===== src/rtl/debug_led_pkg.sv =====
// rtl/debug_led_pkg.sv - mode encoding and shared helpers for the debug LED monitor
package debug_led_pkg;

  typedef enum logic [2:0] {
    LIVE    = 3'd0,
    HOLD    = 3'd1,
    STICKY  = 3'd2,
    STRETCH = 3'd3,
    SCAN    = 3'd4
  } led_mode_t;

  localparam logic [2:0] MODE_MAX = 3'd4;

  function automatic int clog2_min1(input int n);
    int c;
    c = $clog2(n);
    return (c < 1) ? 1 : c;
  endfunction

  // Unused codes fold onto LIVE so they never look like a distinct mode.
  function automatic led_mode_t decode_mode(input logic [2:0] m);
    return (m > MODE_MAX) ? LIVE : led_mode_t'(m);
  endfunction

  function automatic logic mode_entry(input led_mode_t cur, input led_mode_t prev,
                                      input led_mode_t target);
    return (cur == target) && (prev != target);
  endfunction

endpackage


===== src/rtl/debug_led_monitor_stretch.sv =====
// rtl/debug_led_monitor_stretch.sv - per-bit pulse stretcher, reload on high, count down to zero
module bit_stretcher #(
  parameter int W           = 8,
  parameter int STRETCH_CYC = 10_000_000
) (
  input  logic         clk,
  input  logic         rst,
  input  logic         clr,
  input  logic [W-1:0] din,
  output logic [W-1:0] dout
);

  localparam int SW = $clog2(STRETCH_CYC + 1);
  localparam logic [SW-1:0] RELOAD = SW'(STRETCH_CYC);

  genvar i;
  generate
    for (i = 0; i < W; i++) begin : g_bit
      logic [SW-1:0] cnt;
      logic [SW-1:0] cnt_n;

      always_comb begin
        cnt_n = cnt;
        if (clr)
          cnt_n = '0;
        else if (din[i])
          cnt_n = RELOAD;
        else if (cnt != '0)
          cnt_n = cnt - SW'(1);
      end

      always_ff @(posedge clk or posedge rst) begin
        if (rst) cnt <= '0;
        else     cnt <= cnt_n;
      end

      // Looking at the next count keeps stretch latency equal to live latency.
      assign dout[i] = (cnt_n != '0);
    end
  endgenerate

endmodule


===== src/rtl/debug_led_monitor.sv =====
// rtl/debug_led_monitor.sv - multi-channel debug LED driver with live/hold/sticky/stretch/scan modes
module debug_led_monitor
  import debug_led_pkg::*;
#(
  parameter int N_CH        = 4,
  parameter int W           = 8,
  parameter int STRETCH_CYC = 10_000_000,
  parameter int SCAN_CYC    = 100_000_000,
  localparam int CW         = clog2_min1(N_CH)
) (
  input  logic              clk,
  input  logic              rst,
  input  logic [N_CH*W-1:0] ch_data,
  input  logic [2:0]        mode,
  input  logic [CW-1:0]     ch_sel,
  input  logic              clear,
  output logic [W-1:0]      LD,
  output logic [CW-1:0]     ld_ch
);

  localparam int SCW = clog2_min1(SCAN_CYC);
  localparam logic [CW:0]    N_CH_L    = (CW + 1)'(N_CH);
  localparam logic [CW-1:0]  LAST_CH   = CW'(N_CH - 1);
  localparam logic [SCW-1:0] SCAN_LAST = SCW'(SCAN_CYC - 1);

  logic [N_CH*W-1:0] cap;
  logic              clear_q;
  led_mode_t         mode_q;
  logic [CW-1:0]     ch_q;
  logic [W-1:0]      hold_reg, acc;
  logic [CW-1:0]     hold_ch;
  logic [SCW-1:0]    scan_cnt;
  logic [CW-1:0]     scan_idx;

  led_mode_t         mode_n;
  logic [CW-1:0]     sel_ch, disp_ch, hold_ch_n, ld_ch_n, scan_idx_n;
  logic [SCW-1:0]    scan_cnt_n;
  logic [W-1:0]      live, acc_n, hold_reg_n, ld_n, str_dout;
  logic              ch_change, str_clr;
  logic [W-1:0]      cap_ch [2**CW];

  genvar k;
  generate
    for (k = 0; k < 2**CW; k++) begin : g_ch
      if (k < N_CH) begin : g_real
        assign cap_ch[k] = cap[k*W +: W];
      end else begin : g_pad
        assign cap_ch[k] = '0;
      end
    end
  endgenerate

  assign mode_n    = decode_mode(mode);
  assign sel_ch    = ({1'b0, ch_sel} < N_CH_L) ? ch_sel : '0;
  assign ch_change = (sel_ch != ch_q);

  // Scan timer; the display follows the post-update index so every dwell is SCAN_CYC long.
  always_comb begin
    scan_cnt_n = scan_cnt;
    scan_idx_n = scan_idx;
    if (mode_n == SCAN) begin
      if (mode_entry(mode_n, mode_q, SCAN)) begin
        scan_cnt_n = '0;
        scan_idx_n = '0;
      end else if (scan_cnt == SCAN_LAST) begin
        scan_cnt_n = '0;
        scan_idx_n = (scan_idx == LAST_CH) ? '0 : scan_idx + CW'(1);
      end else begin
        scan_cnt_n = scan_cnt + SCW'(1);
      end
    end
  end

  assign disp_ch = (mode_n == SCAN) ? scan_idx_n : sel_ch;
  assign live    = cap_ch[disp_ch];
  assign str_clr = mode_entry(mode_n, mode_q, STRETCH) || ch_change;

  bit_stretcher #(
    .W           (W),
    .STRETCH_CYC (STRETCH_CYC)
  ) u_stretch (
    .clk  (clk),
    .rst  (rst),
    .clr  (str_clr),
    .din  (live),
    .dout (str_dout)
  );

  always_comb begin
    acc_n      = acc;
    hold_reg_n = hold_reg;
    hold_ch_n  = hold_ch;
    ld_n       = live;
    ld_ch_n    = disp_ch;
    case (mode_n)
      HOLD: begin
        if (mode_entry(mode_n, mode_q, HOLD)) begin
          hold_reg_n = live;
          hold_ch_n  = sel_ch;
        end
        ld_n    = hold_reg_n;
        ld_ch_n = hold_ch_n;
      end
      STICKY: begin
        // clear_q travels with cap, so a clear beats the sample captured alongside it.
        if (mode_entry(mode_n, mode_q, STICKY) || ch_change || clear_q)
          acc_n = '0;
        else
          acc_n = acc | live;
        ld_n = acc_n;
      end
      STRETCH: ld_n = str_dout;
      default: ;
    endcase
  end

  always_ff @(posedge clk or posedge rst) begin
    if (rst) begin
      cap      <= '0;
      clear_q  <= 1'b0;
      mode_q   <= LIVE;
      ch_q     <= '0;
      hold_reg <= '0;
      hold_ch  <= '0;
      acc      <= '0;
      scan_cnt <= '0;
      scan_idx <= '0;
      LD       <= '0;
      ld_ch    <= '0;
    end else begin
      cap      <= ch_data;
      clear_q  <= clear;
      mode_q   <= mode_n;
      ch_q     <= sel_ch;
      hold_reg <= hold_reg_n;
      hold_ch  <= hold_ch_n;
      acc      <= acc_n;
      scan_cnt <= scan_cnt_n;
      scan_idx <= scan_idx_n;
      LD       <= ld_n;
      ld_ch    <= ld_ch_n;
    end
  end

endmodule

===== config.mk =====
export PLATFORM = sky130hd
export DESIGN_NAME = debug_led_monitor
export DESIGN_NICKNAME = d
export VERILOG_FILES = /design/src/rtl/debug_led_pkg.sv /design/src/rtl/debug_led_monitor_stretch.sv /design/src/rtl/debug_led_monitor.sv
export SDC_FILE = /design/constraint.sdc
export NUM_CORES = 1
export LEC_CHECK = 0
export CAP_MARGIN = 30
export CORE_AREA = 2 2 229 175
export DETAILED_ROUTE_END_ITERATION = 16
export DIE_AREA = 0 0 231 177
export GPL_ROUTABILITY_DRIVEN = 0
export SLEW_MARGIN = 30
export SYNTH_ARGS = -nofsm -noshare
export SYNTH_HDL_FRONTEND = slang
export SYNTH_SLANG_ARGS = --single-unit

===== constraint.sdc =====
create_clock -name clk -period 10.15 [get_ports clk]
set_input_delay 2.03 -clock clk [delete_from_list [all_inputs] [get_ports clk]]
set_output_delay 2.03 -clock clk [all_outputs]
set_load 0.05 [all_outputs]

* Word level (Yosys, flattened, before mapping) *
Index checks and enable logic that the tools add are counted.

storage, ports and cells
  register bits after elaboration = 287
  output and inout port bits = 10
  word-level logic and storage cells = 107

operators by class
  add/sub/neg operators = 10
  $lt $le $gt $ge = 2
  equal/unequal tests = 11
  muxes and demuxes = 40
  bitwise logic cells = 2
  reduce and logical (&&, ||, !) cells = 23

operator list
  cell                     number
  $mux W24                 24
  $reduce_bool A24 Y1      16
  $sub A24 B1 Y24 const B  8
  $mux W27                 2
  $mux W8                  4
  $add A27 B1 Y27 const B  1
  $eq A27 B27 Y1 const B   1
  $pmux W8 S3              1
  $bmux W8 S2              1
  $mux W2                  7
  $or A8 B8 Y8             1
  $eq A3 B2 Y1 const B     2
  $ne A3 B2 Y1 const B     2
  $logic_and A1 B1 Y1      4
  $eq A3 B1 Y1 const B     1
  $eq A3 B3 Y1 const B     1
  $ge A3 B3 Y1 const B     1
  $gt A3 B3 Y1 const B     1
  $logic_or A1 B1 Y1       3
  $mux W3                  1
  $ne A3 B1 Y1 const B     1
  $ne A3 B3 Y1 const B     1
  $not A2 Y3               1
  $add A2 B1 Y2 const B    1
  2 further kinds          2

* Longest topological paths before layout *
Gate-level depths: netlist (run 1).

  depth after elaboration = 15
  gate-level depth with buffers = 13
  gate-level depth less buffers = 10

* Cells and area by module *
From an unflattened synthesis (run 1), not the netlist that was laid out.

second synthesis, totals
  cells, all modules = 1763
  area total of the unflattened synthesis = 15972.8 µm²

by module, submodules not included
  module             instances  cells each  area an instance (µm²)  seq. area each (µm²)
  bit_stretcher      1          1308        11594.9                 4804.6
  debug_led_monitor  1          455         4377.9                  2377.3

* Least setup slack after synthesis (run 1) *
Ideal clock, no wire load.

  path kind = input to register
  start point = in mode[0]
  end point = reg LD[3]
  setup time = 131 ps
  arrival time = 4318 ps
  data required time = 10019 ps
  setup slack = 5701 ps
  cell stages on the path = 11
  buffers on the path = 1
  path through = nor2_1 > nand2_1 > inv_2 > nand2_1 > or4_1 > o211a_1 > buf_6 > mux2_4 > o21ai_4 > a41oi_1 > or3_1

between the ends
  word-level cells in the longest chain between the ends = 15
  elaborated cells between the ends (all ways) = 27

ends and longest elaborated chain
  what                                        RTL line                                                               RTL
  from (decl)                                 debug_led_monitor.sv:14                                                input logic [2:0] mode,
  $gt A3 B3 Y1 *                              debug_led_pkg.sv:22                                                    return (m > MODE_MAX) ? LIVE : led_mode_t'(m);
  $mux W3 *                                   debug_led_pkg.sv:22
  net mode_n[2]                               debug_led_monitor.sv:35                                                led_mode_t mode_n;
  $eq A3 B3 Y1                                debug_led_pkg.sv:27, debug_led_monitor.sv:61, debug_led_monitor.sv:74
  $logic_and A1 B1 Y1                         debug_led_pkg.sv:27                                                    return (cur == target) && (prev != target);
  $mux W2                                     debug_led_monitor.sv:62                                                if (mode_entry(mode_n, mode_q, SCAN)) begin
  $mux W2                                     debug_led_monitor.sv:61                                                if (mode_n == SCAN) begin
  $mux W2                                     debug_led_monitor.sv:74                                                assign disp_ch = (mode_n == SCAN) ? scan_idx_n : sel_ch;
  $not A2 Y3 (implied by the code)            debug_led_monitor.sv:75                                                assign live = cap_ch[disp_ch];
  $bmux W8 S2                                 debug_led_monitor.sv:75
  $mux W8 (implied by the code) (2 in a row)  debug_led_monitor.sv:75
  $mux W24                                    debug_led_monitor_stretch.sv:26                                        else if (din[i])
  $mux W24                                    debug_led_monitor_stretch.sv:24                                        if (clr)
  $reduce_bool A24 Y1                         debug_led_monitor_stretch.sv:38                                        assign dout[i] = (cnt_n != '0);
  $pmux W8 S3 *                               debug_led_monitor.sv:95                                                case (mode_n)
  net ld_n[3]                                 debug_led_monitor.sv:38                                                logic [W-1:0] live, acc_n, hold_reg_n, ld_n, str_dout;
  to (signal assigned)                        debug_led_monitor.sv:140                                               LD <= ld_n;
  to (decl)                                   debug_led_monitor.sv:17                                                output logic [W-1:0] LD,

The timed path passes the listed nets; every way through them passes the cells marked *. The select of a mux whose other input is x is not followed.
A chain may end at the register's enable or synchronous reset.

* Worst setup path after layout (run 1) *
  start point = in mode[0]
  end point = reg u_stretch.g_bit[5].cnt[1]

between the ends
  word-level cells in the longest chain between the ends = 13
  elaborated cells between the ends (all ways) = 16

ends and longest elaborated chain
  what                                        RTL line                                                               RTL
  $gt A3 B3 Y1 *                              debug_led_pkg.sv:22
  $mux W3 *                                   debug_led_pkg.sv:22
  net mode_n[2]                               debug_led_monitor.sv:35
  $eq A3 B3 Y1                                debug_led_pkg.sv:27, debug_led_monitor.sv:61, debug_led_monitor.sv:74
  $logic_and A1 B1 Y1                         debug_led_pkg.sv:27
  $mux W2                                     debug_led_monitor.sv:62
  $mux W2                                     debug_led_monitor.sv:61
  $mux W2                                     debug_led_monitor.sv:74
  $not A2 Y3 (implied by the code)            debug_led_monitor.sv:75
  $bmux W8 S2                                 debug_led_monitor.sv:75
  $mux W8 (implied by the code) (2 in a row)  debug_led_monitor.sv:75
  $mux W24                                    debug_led_monitor_stretch.sv:26
  $mux W24 *                                  debug_led_monitor_stretch.sv:24
  net u_stretch.g_bit[5].cnt_n[1]             debug_led_monitor_stretch.sv:20                                        logic [SW-1:0] cnt_n;
  to (signal assigned)                        debug_led_monitor_stretch.sv:34                                        else cnt <= cnt_n;
  to (decl)                                   debug_led_monitor_stretch.sv:19                                        logic [SW-1:0] cnt;

Marked as above.

==> results.toml, run 1 <==
[status]
status = "complete, no violations"

[sta]
worst_pin_slew_ps = 974
finalSetupViolCount = 0
fmax_ghz = 0.181
hold_violations = 0
slew_headroom = 0.345
fin_skew_ps = 37.4
final-max-slew-violation-count = 0
period_share = 0.543
min_period_ps = 5520
finalSetupTns_ps = 0
rsz0062_at_grt = "no"

[final_layout]
multi_input_area_um2 = 7680
regArea_um2 = 7180
nets = 1706
area_growth_pct = 13.4
drive_gt1_frac = 0.0597
largestRegisters = "u_stretch.g_bit.cnt (192), cap (32), scan_cnt (27)"
num-fill-cells = 3724
finalNonFillerCells = 2196
n_antenna_cell = 0
largest_reg_flops = 192
top_register = "u_stretch.g_bit.cnt"
final_util = 0.446

[critical_path]
crit_path_cell_trace = "clkdlybuf4s50_1 -> nor2_1 -> nand2_1 -> inv_2 -> nand2_1 -> or4_1 -> o211a_1 -> nor3b_1 -> a21o_1 -> nand2_1 -> a211oi_1"
timing.critical_path.max_delay_family = "simple AND/OR/NAND/NOR gates"
reg2reg_to = "u_stretch.g_bit[5].cnt[1]"
crit_arrival_ps = 6010
crit_type = "in -> reg"
cp_common_cell = "nand2_1"
crit_path_max_fanout = 16
cp-start-kind = "primary input"
critical_path_buf_inv_count = 2
r2r_slack_ps = 6120
crit_slowest_cell = "or4_1"
max_stage_delay_ps = 570
ff2ff_path_depth = 8
crit_required_ps = 10650
rr_startpoint = "scan_cnt[10]"
end_kind = "flip-flop"

[synth]
synth-async-reset-ratio = 1.00
synth-edff-count = 0
synthFlopType = "dfrtp_1"
post_synth.cell_area_avg_um2 = 9.40
seq_area_frac_synth = 0.470
netlist_area_um2 = 15300
ys_warn_count = 0
synthCells = 1624
synth_nets = 1675
synthDistinctLibCells = 86
ys_seq_elements = 287

[place]
dp.cells = 2140
port_buffers = 49
hpwl_um = 25300

[global_route]
grt_start_max_net_pins = 185
grt_pass1_vias = 11600
use_met1 = 0.280
antenna_found_initial = 1
busiest_layer = "met1"
grt-ovfl-total = 0
grtUsageMet3 = 0.0271
grt_pass1_wl_um = 61700
grt_util_met2 = 0.269
grt_usage = 0.183

[die]
start_util = 0.394
pin_count = 50
core_area_um2 = 38800
die_h_um = 177
die_width_um = 231
die-area_um2 = 40900
rows = 63

[clock_tree]
clk_transition_reported_paths_ps = 60
clockRootBuffer = "clkbuf_16"
cts_made_buffers = 31
ctsHoldBuffers = 0
cts_buffer_depth = 3
cts-resized-gates = 0
h-tree-depth = 1
postCtsSetupRepairBufs = 0
clk_latency_ps = 600
clock_sinks = 287
cts_tree = "yes"

[pwr]
power.density_nw_per_um2 = 240
sw_frac_of_total = 0.375
seqPwrFrac = 0.334
ir_drop_uv = 150
internal_power_uw = 2600
clkPwrFrac = 0.283
power_frac_comb = 0.383
fin_total_pwr_uw = 4150
p_leak_uw = 0.00753
p_switching_uw = 1560

[drt]
wl_per_cell_um = 16.9
vias_per_cell = 5.53
initialDrtViolationCount = 983
wl_um = 37000
dr.pass1.iters = 5
ant_nets = 0
via_count = 12100
drc = 0

[worst_hold_path]
min_path_type = "reg -> reg"
hold_end = "acc[6]"
hold_depth = 2
hold_start = "acc[6]"

[job]
cap_violations = 0
[placed cells by master (no fill, tap or decap), types with 40 or more instances in the layout]
master,count
dfrtp_1,287
nor2_1,236
nand2_1,116
a21oi_1,105
xnor2_1,105
nor3_1,74
xor2_1,69
o21ai_0,56
nor4_1,53
clkdlybuf4s50_1,49
inv_1,42
nand4_1,40
[cell usage after synthesis (all sizes together) (17+ instances only)]
cell      n  area (um^2)
dfrtp   287         7180
nand4    42          275
xor2     69          604
nor2    237          892
nor3     75          387
nand2   118          448
a21oi   106          531
or3      32          200
mux2i    22          220
inv      44          165
nor4     58          382
nand3    31          155
xnor2   105          920
nor4b    17          149
o21ai    61          317
clkbuf   35          131
buf      22          148
[logic make-up (layout without fill, tap and decap cells)]
| logic type | count (synthesis) | count (layout) | share of synthesized area |
|---|---|---|---|
| AOI/OAI and AO/OA | 288 | 288 | 0.122 |
| buffers and inverters | 101 | 153 | 0.0291 |
| muxes | 29 | 29 | 0.0198 |
| xor gates and xnor gates | 174 | 174 | 0.0998 |
| adders and majority gates | 11 | 11 | 0.00901 |
| DFF | 287 | 287 | 0.470 |
| and+or+nand+nor | 734 | 734 | 0.250 |
[cell type report]
cell class | instances | share of cell area
multi-input combinational | 1236 | 0.444
sequential | 287 | 0.415
clock buffer | 44 | 0.0523
tap | 520 | 0.0376
timing repair buffer | 55 | 0.0330
inverter | 44 | 0.00998
clock inverter | 10 | 0.00867
[worst register-to-register path: stages (launching register included)]
cell	delay [ps]
dfrtp_1	440
nor4b_1	360
nand4_1	350
or4_1	600
o211a_1	530
nor3b_1	440
a21o_1	400
nand2_1	470
a211oi_1	340
[worst max-delay path by stage]
stage / start / slack [ps] / to / cells past startpoint
6_report: mode[0] / 4630 / u_stretch.g_bit[5].cnt[1] / 11
5_1_grt: mode[0] / 4340 / u_stretch.g_bit[5].cnt[1] / 11
4_1_cts: mode[0] / 4690 / u_stretch.g_bit[5].cnt[1] / 11
3_5_place_dp: mode[0] / 4030 / u_stretch.g_bit[5].cnt[1] / 11
3_3_place_gp: mode[0] / 4240 / u_stretch.g_bit[5].cnt[1] / 11
2_1_floorplan: rst / 200 / LD[0] / 1
[metal layers]
layer / vias up / share of wire
li1: 5886 / -
met5: - / 0
met1: 5915 / 0.50
met3: 52 / 0.048
met4: 0 / 0.025
met2: 290 / 0.42
[power by group through the flow]
stage | clock (uW) | sequential (uW) | combinational [uW]
2_1_floorplan | 0 | 1370 | 1270
3_3_place_gp | 0 | 1400 | 1560
3_5_place_dp | 0 | 1400 | 1560
4_1_cts | 1200 | 1380 | 1580
5_1_grt | 1250 | 1410 | 1780
6_report | 1180 | 1390 | 1590
[metrics by stage]
stage	instance area, um^2	hold slack [ps]	setup WS [ps]
finish	17300	478	4630
global placement	16200	457	4240
floorplan	15300	444	199
detailed placement	16200	465	4030
CTS	17300	479	4690
global route	17300	510	4340
(Power assumes the default switching activity.)
==> run 2, diff against run 1 <==
clock period = 5.2 ns   (was 10.15 ns; I/O delays follow)
==> run 2 against run 1 <==
Net effect: routed wire length is 0.21% higher; final cell count is 0.55% higher; die area stayed put; total power is 95% higher; first-iteration DRC count is 1.8% higher; worst setup slack worse by 3600 ps; critical path depth is 2 higher; utilization is 0.18 points higher; clock power is 95% higher; register-to-register slack worse by 4700 ps; critical path type unchanged; largest power group unchanged; highest routed layer unchanged.
==> results.toml, run 2 (same netlist as run 1, synthesis figures left out) <==
[status]
status = "complete, no violations"

[drt]
initialDrtViolationCount = 1001
wl_per_cell_um = 16.8
ant_nets = 0
vias_per_cell = 5.54
via_count = 12200
wl_um = 37100
drc = 0
dr.pass1.iters = 5

[pwr]
power.density_nw_per_um2 = 467
seqPwrFrac = 0.334
p_switching_uw = 3050
ir_drop_uv = 247
p_leak_uw = 0.00755
fin_total_pwr_uw = 8120
clkPwrFrac = 0.283
power_frac_comb = 0.384
sw_frac_of_total = 0.375
internal_power_uw = 5070

[clock_tree]
clk_transition_reported_paths_ps = 70
ctsHoldBuffers = 0
cts_buffer_depth = 3
clock_sinks = 287
cts_tree = "yes"
cts_made_buffers = 31
clk_latency_ps = 580
cts-resized-gates = 0
postCtsSetupRepairBufs = 0
clockRootBuffer = "clkbuf_16"
h-tree-depth = 1

[final_layout]
largest_reg_flops = 192
nets = 1714
layout_common_cells = "287 x dfrtp_1, 236 x nor2_1, 116 x nand2_1, 106 x a21oi_1, 105 x xnor2_1"
finalNonFillerCells = 2208
largestRegisters = "u_stretch.g_bit.cnt (192), cap (32), scan_cnt (27)"
drive_gt1_frac = 0.0664
top_register = "u_stretch.g_bit.cnt"
area_growth_pct = 13.8
final_common_cell = "dfrtp_1"
num-fill-cells = 3736

[die]
core_area_um2 = 38800
pin_count = 50
die_h_um = 177
rows = 63
start_util = 0.394
die_width_um = 231
die-area_um2 = 40900

[sta]
hold_violations = 0
fmax_ghz = 0.241
rsz0062_at_grt = "no"
finalSetupViolCount = 0
slew_headroom = 0.392
worst_pin_slew_ps = 910
fin_skew_ps = 14.7
final-max-slew-violation-count = 0
min_period_ps = 4150
setup_slack_ps = 1050
finalSetupTns_ps = 0
period_share = 0.797

[global_route]
grt_pass1_vias = 11500
antenna_found_initial = 0
use_met1 = 0.285
grt_pass1_wl_um = 61600
grt_usage = 0.183
grt-ovfl-total = 0
grtUsageMet3 = 0.0314
busiest_layer = "met1"
grt_start_max_net_pins = 116
grt_util_met2 = 0.266

[critical_path]
crit_required_ps = 5670
crit_path_max_fanout = 16
ff2ff_path_depth = 9
end_kind = "flip-flop"
r2r_slack_ps = 1460
crit_type = "in -> reg"
reg2reg_to = "u_stretch.g_bit[4].cnt[1]"
cp-start-kind = "primary input"
crit_arrival_ps = 4620
rr_startpoint = "scan_cnt[10]"

[place]
pre_cts_ws_ps = 486
port_buffers = 49
dp.cells = 2150
hpwl_um = 25700

[worst_hold_path]
hold_depth = 2
hold_end = "hold_ch[1]"
hold_start = "hold_ch[1]"
min_path_type = "reg -> reg"

[job]
cap_violations = 0
[run 2: cell types whose count changed in the layout (fill, tap and decap cells not counted), sizes merged]
cell,before,now
buf,6,14
clkbuf,44,39
diode,0,1
bufinv,3,4
clkinvlp,1,7
clkinv,4,7
inv,46,44
[run 2: metal layers]
layer  wire (um)  up-vias
li1            -     5913
met1       19000     5963
met2       15600      297
met3        1850       57
met4         611        0
met5           0        -
[run 2: critical path: stages]
cell,delay (ps)
clkdlybuf4s50_1,490
nor2_1,180
nand2_1,130
inv_2,180
nand2_1,150
or4_1,560
o211a_1,360
buf_4,230
nor3b_1,260
a21o_1,120
buf_4,190
nand2_1,400
a211oi_1,310
[run 2: metrics by stage]
| step | hold slack [ps] | utilization | cell area, um^2 |
|---|---|---|---|
| 6_report | 482 | 0.448 | 17400 |
| 5_1_grt | 503 | 0.448 | 17400 |
| 4_1_cts | 484 | 0.448 | 17400 |
| 3_5_place_dp | 466 | 0.420 | 16300 |
| 3_3_place_gp | 461 | 0.419 | 16300 |
| 2_1_floorplan | 444 | - | 15300 |
[run 2: layout make-up]
type | count | area [um^2] | share of cell area
Antenna cell | 1 | 2.50 | 0.000144
Clock buffer | 39 | 846 | 0.0487
Clock inverter | 18 | 215 | 0.0124
Inverter | 44 | 169 | 0.00972
Multi-Input combinational cell | 1236 | 7670 | 0.442
Sequential cell | 287 | 7180 | 0.413
Tap cell | 520 | 651 | 0.0374
Timing Repair Buffer | 63 | 641 | 0.0369
[run 2: power groups by stage]
stage / clock network (uW) / logic, uW / registers (uW)
6_report: 2300 / 3110 / 2710
5_1_grt: 2460 / 3490 / 2740
4_1_cts: 2360 / 3090 / 2700
3_5_place_dp: 0 / 3070 / 2740
3_3_place_gp: 0 / 3050 / 2730
2_1_floorplan: 0 / 2490 / 2680
[run 2: how the worst max path moves through the flow]
stage | slack (ps) | to | cells after the start | from
finish | 1050 | u_stretch.g_bit[5].cnt[1] | 13 | mode[0]
global route | 700 | u_stretch.g_bit[5].cnt[1] | 13 | mode[0]
CTS | 1120 | u_stretch.g_bit[5].cnt[1] | 13 | mode[0]
detailed placement | 490 | u_stretch.g_bit[5].cnt[1] | 13 | mode[0]
global placement | 560 | u_stretch.g_bit[5].cnt[1] | 13 | mode[0]
floorplan | 350 | LD[0] | 1 | rst
==> run 3, diff against run 2 <==
clock period = 4.1 ns   (was 5.2 ns; I/O delays follow)
==> run 3 against run 2 <==
Net effect: critical path depth shrank 4; final cell count up 1.4%; sequential power grew 27%; worst hold slack worse by 3.2 ps; register-to-register slack got worse by 1200 ps; worst setup slack worse by 780 ps; die area unchanged; clock skew rose by 15 ps.
==> results.toml, run 3 (same netlist as run 1, synthesis figures left out) <==
[pwr]
p_leak_uw = 0.00769
power_frac_comb = 0.396
internal_power_uw = 6400
p_switching_uw = 3810
sw_frac_of_total = 0.374
clkPwrFrac = 0.268
ir_drop_uv = 336
power.density_nw_per_um2 = 582
fin_total_pwr_uw = 10200
seqPwrFrac = 0.336

[sta]
final-max-slew-violation-count = 0
rsz0062_at_grt = "no"
hold_violations = 0
period_share = 0.934
fin_skew_ps = 29.7
slew_headroom = 0.435
finalSetupViolCount = 0
setup_slack_ps = 271
min_period_ps = 3830
finalSetupTns_ps = 0
fmax_ghz = 0.261
worst_pin_slew_ps = 848

[global_route]
grt_pass1_vias = 11900
antenna_found_initial = 0
grt-ovfl-total = 0
grt_usage = 0.186
grt_start_max_net_pins = 96
grt_pass1_wl_um = 62500

[critical_path]
max_stage_delay_ps = 630
end_kind = "flip-flop"
r2r_slack_ps = 270
crit_path_cell_trace = "nor4b_1 -> nand4_1 -> o211a_1 -> nor3_4 -> buf_4 -> mux2i_1 -> mux2_2 -> nand4_1 -> a211o_1"
crit_arrival_ps = 4290
crit_slowest_cell = "nor3_4"
startpoint = "scan_cnt[10]"
timing.critical_path.max_delay_family = "simple AND/OR/NAND/NOR gates"
crit_type = "reg -> reg"
cp-start-kind = "flip-flop"
rr_startpoint = "scan_cnt[10]"
crit_path_max_fanout = 13
cp_common_cell = "nand4_1"
critical_path_buf_inv_count = 1
crit_required_ps = 4570

[drt]
initialDrtViolationCount = 1142
vias_per_cell = 5.51
wl_per_cell_um = 16.7
via_count = 12300
ant_nets = 0
wl_um = 37300
dr.pass1.iters = 5
drc = 0

[die]
die_width_um = 231
rows = 63
pin_count = 50
start_util = 0.394
die-area_um2 = 40900
die_h_um = 177
core_area_um2 = 38800

[clock_tree]
ctsHoldBuffers = 0
cts-resized-gates = 0
clock_sinks = 287
cts_made_buffers = 30
h-tree-depth = 1
cts_buffer_depth = 3
postCtsSetupRepairBufs = 0
cts_tree = "yes"
clk_latency_ps = 580
clockRootBuffer = "clkbuf_16"
clk_transition_reported_paths_ps = 70

[final_layout]
top_register = "u_stretch.g_bit.cnt"
area_growth_pct = 14.8
final_util = 0.452
largest_reg_flops = 192
drive_gt1_frac = 0.0797
n_antenna_cell = 0
largestRegisters = "u_stretch.g_bit.cnt (192), cap (32), scan_cnt (27)"
nets = 1747
final_common_cell = "dfrtp_1"
layout_common_cells = "287 x dfrtp_1, 236 x nor2_1, 116 x nand2_1, 106 x a21oi_1, 105 x xnor2_1"
final_area_um2 = 17500

[worst_hold_path]
hold_start = "acc[7]"
min_path_type = "reg -> reg"

[place]
port_buffers = 49
pre_cts_ws_ps = -14.5
dpl_cell_area_um2 = 16500
hpwl_um = 26000

[status]
status = "complete, no violations"

[job]
cap_violations = 0
run 3: cell types whose count changed in the layout (fill, tap and decap cells not counted), sizes merged:
cell,delta
clkbuf,+5
bufinv,-2
diode,-1
clkinvlp,-5
inv,-1
buf,+34
run 3: worst min-delay path, stage by stage, from the launching register on:
cell and delay, ps:
dfrtp_1 340, nand2_1 40, o21ai_0 60
run 3: stage by stage:
stage,hold slack (ps),std cells
floorplan,444,1624
global placement,460,2184
detailed placement,466,2184
CTS,480,2238
global route,502,2238
finish,479,2238
run 3: per-layer routing:
layer / GRT usage / up-vias / wire [um]
li1: - / 5973 / -
met1: 0.282 / 6032 / 18700
met2: 0.279 / 285 / 16100
met3: 0.0258 / 51 / 1690
met4: 0.0438 / 0 / 705
met5: 0 / - / 0
run 3: path summary, 6_finish.rpt:
check,endpoint,depth (start not counted)
setup reg to reg,LD[2],9
setup / recovery,LD[2],9
hold reg to reg,acc[7],2
hold / removal,acc[7],2
min in group asynchronous,cap[9],2
max in group asynchronous,u_stretch.g_bit[2].cnt[12],3
run 3: final cells by class:
type	count	area (um^2)
Clock buffer	44	873
Clock inverter	10	114
Fill cell	3669	21300
Inverter	44	169
Multi-Input combinational cell	1236	7650
Sequential cell	287	7180
Tap cell	520	651
Timing Repair Buffer	97	888
run 3: power by group through the flow:
stage	Sequential, uW	Clock (uW)	Combinational [uW]
final	3430	2740	4040
after global routing	3470	2970	4540
after CTS	3420	2820	4020
after detailed placement	3470	0	3990
after global placement	3470	0	3970
after floorplan	3400	0	3160
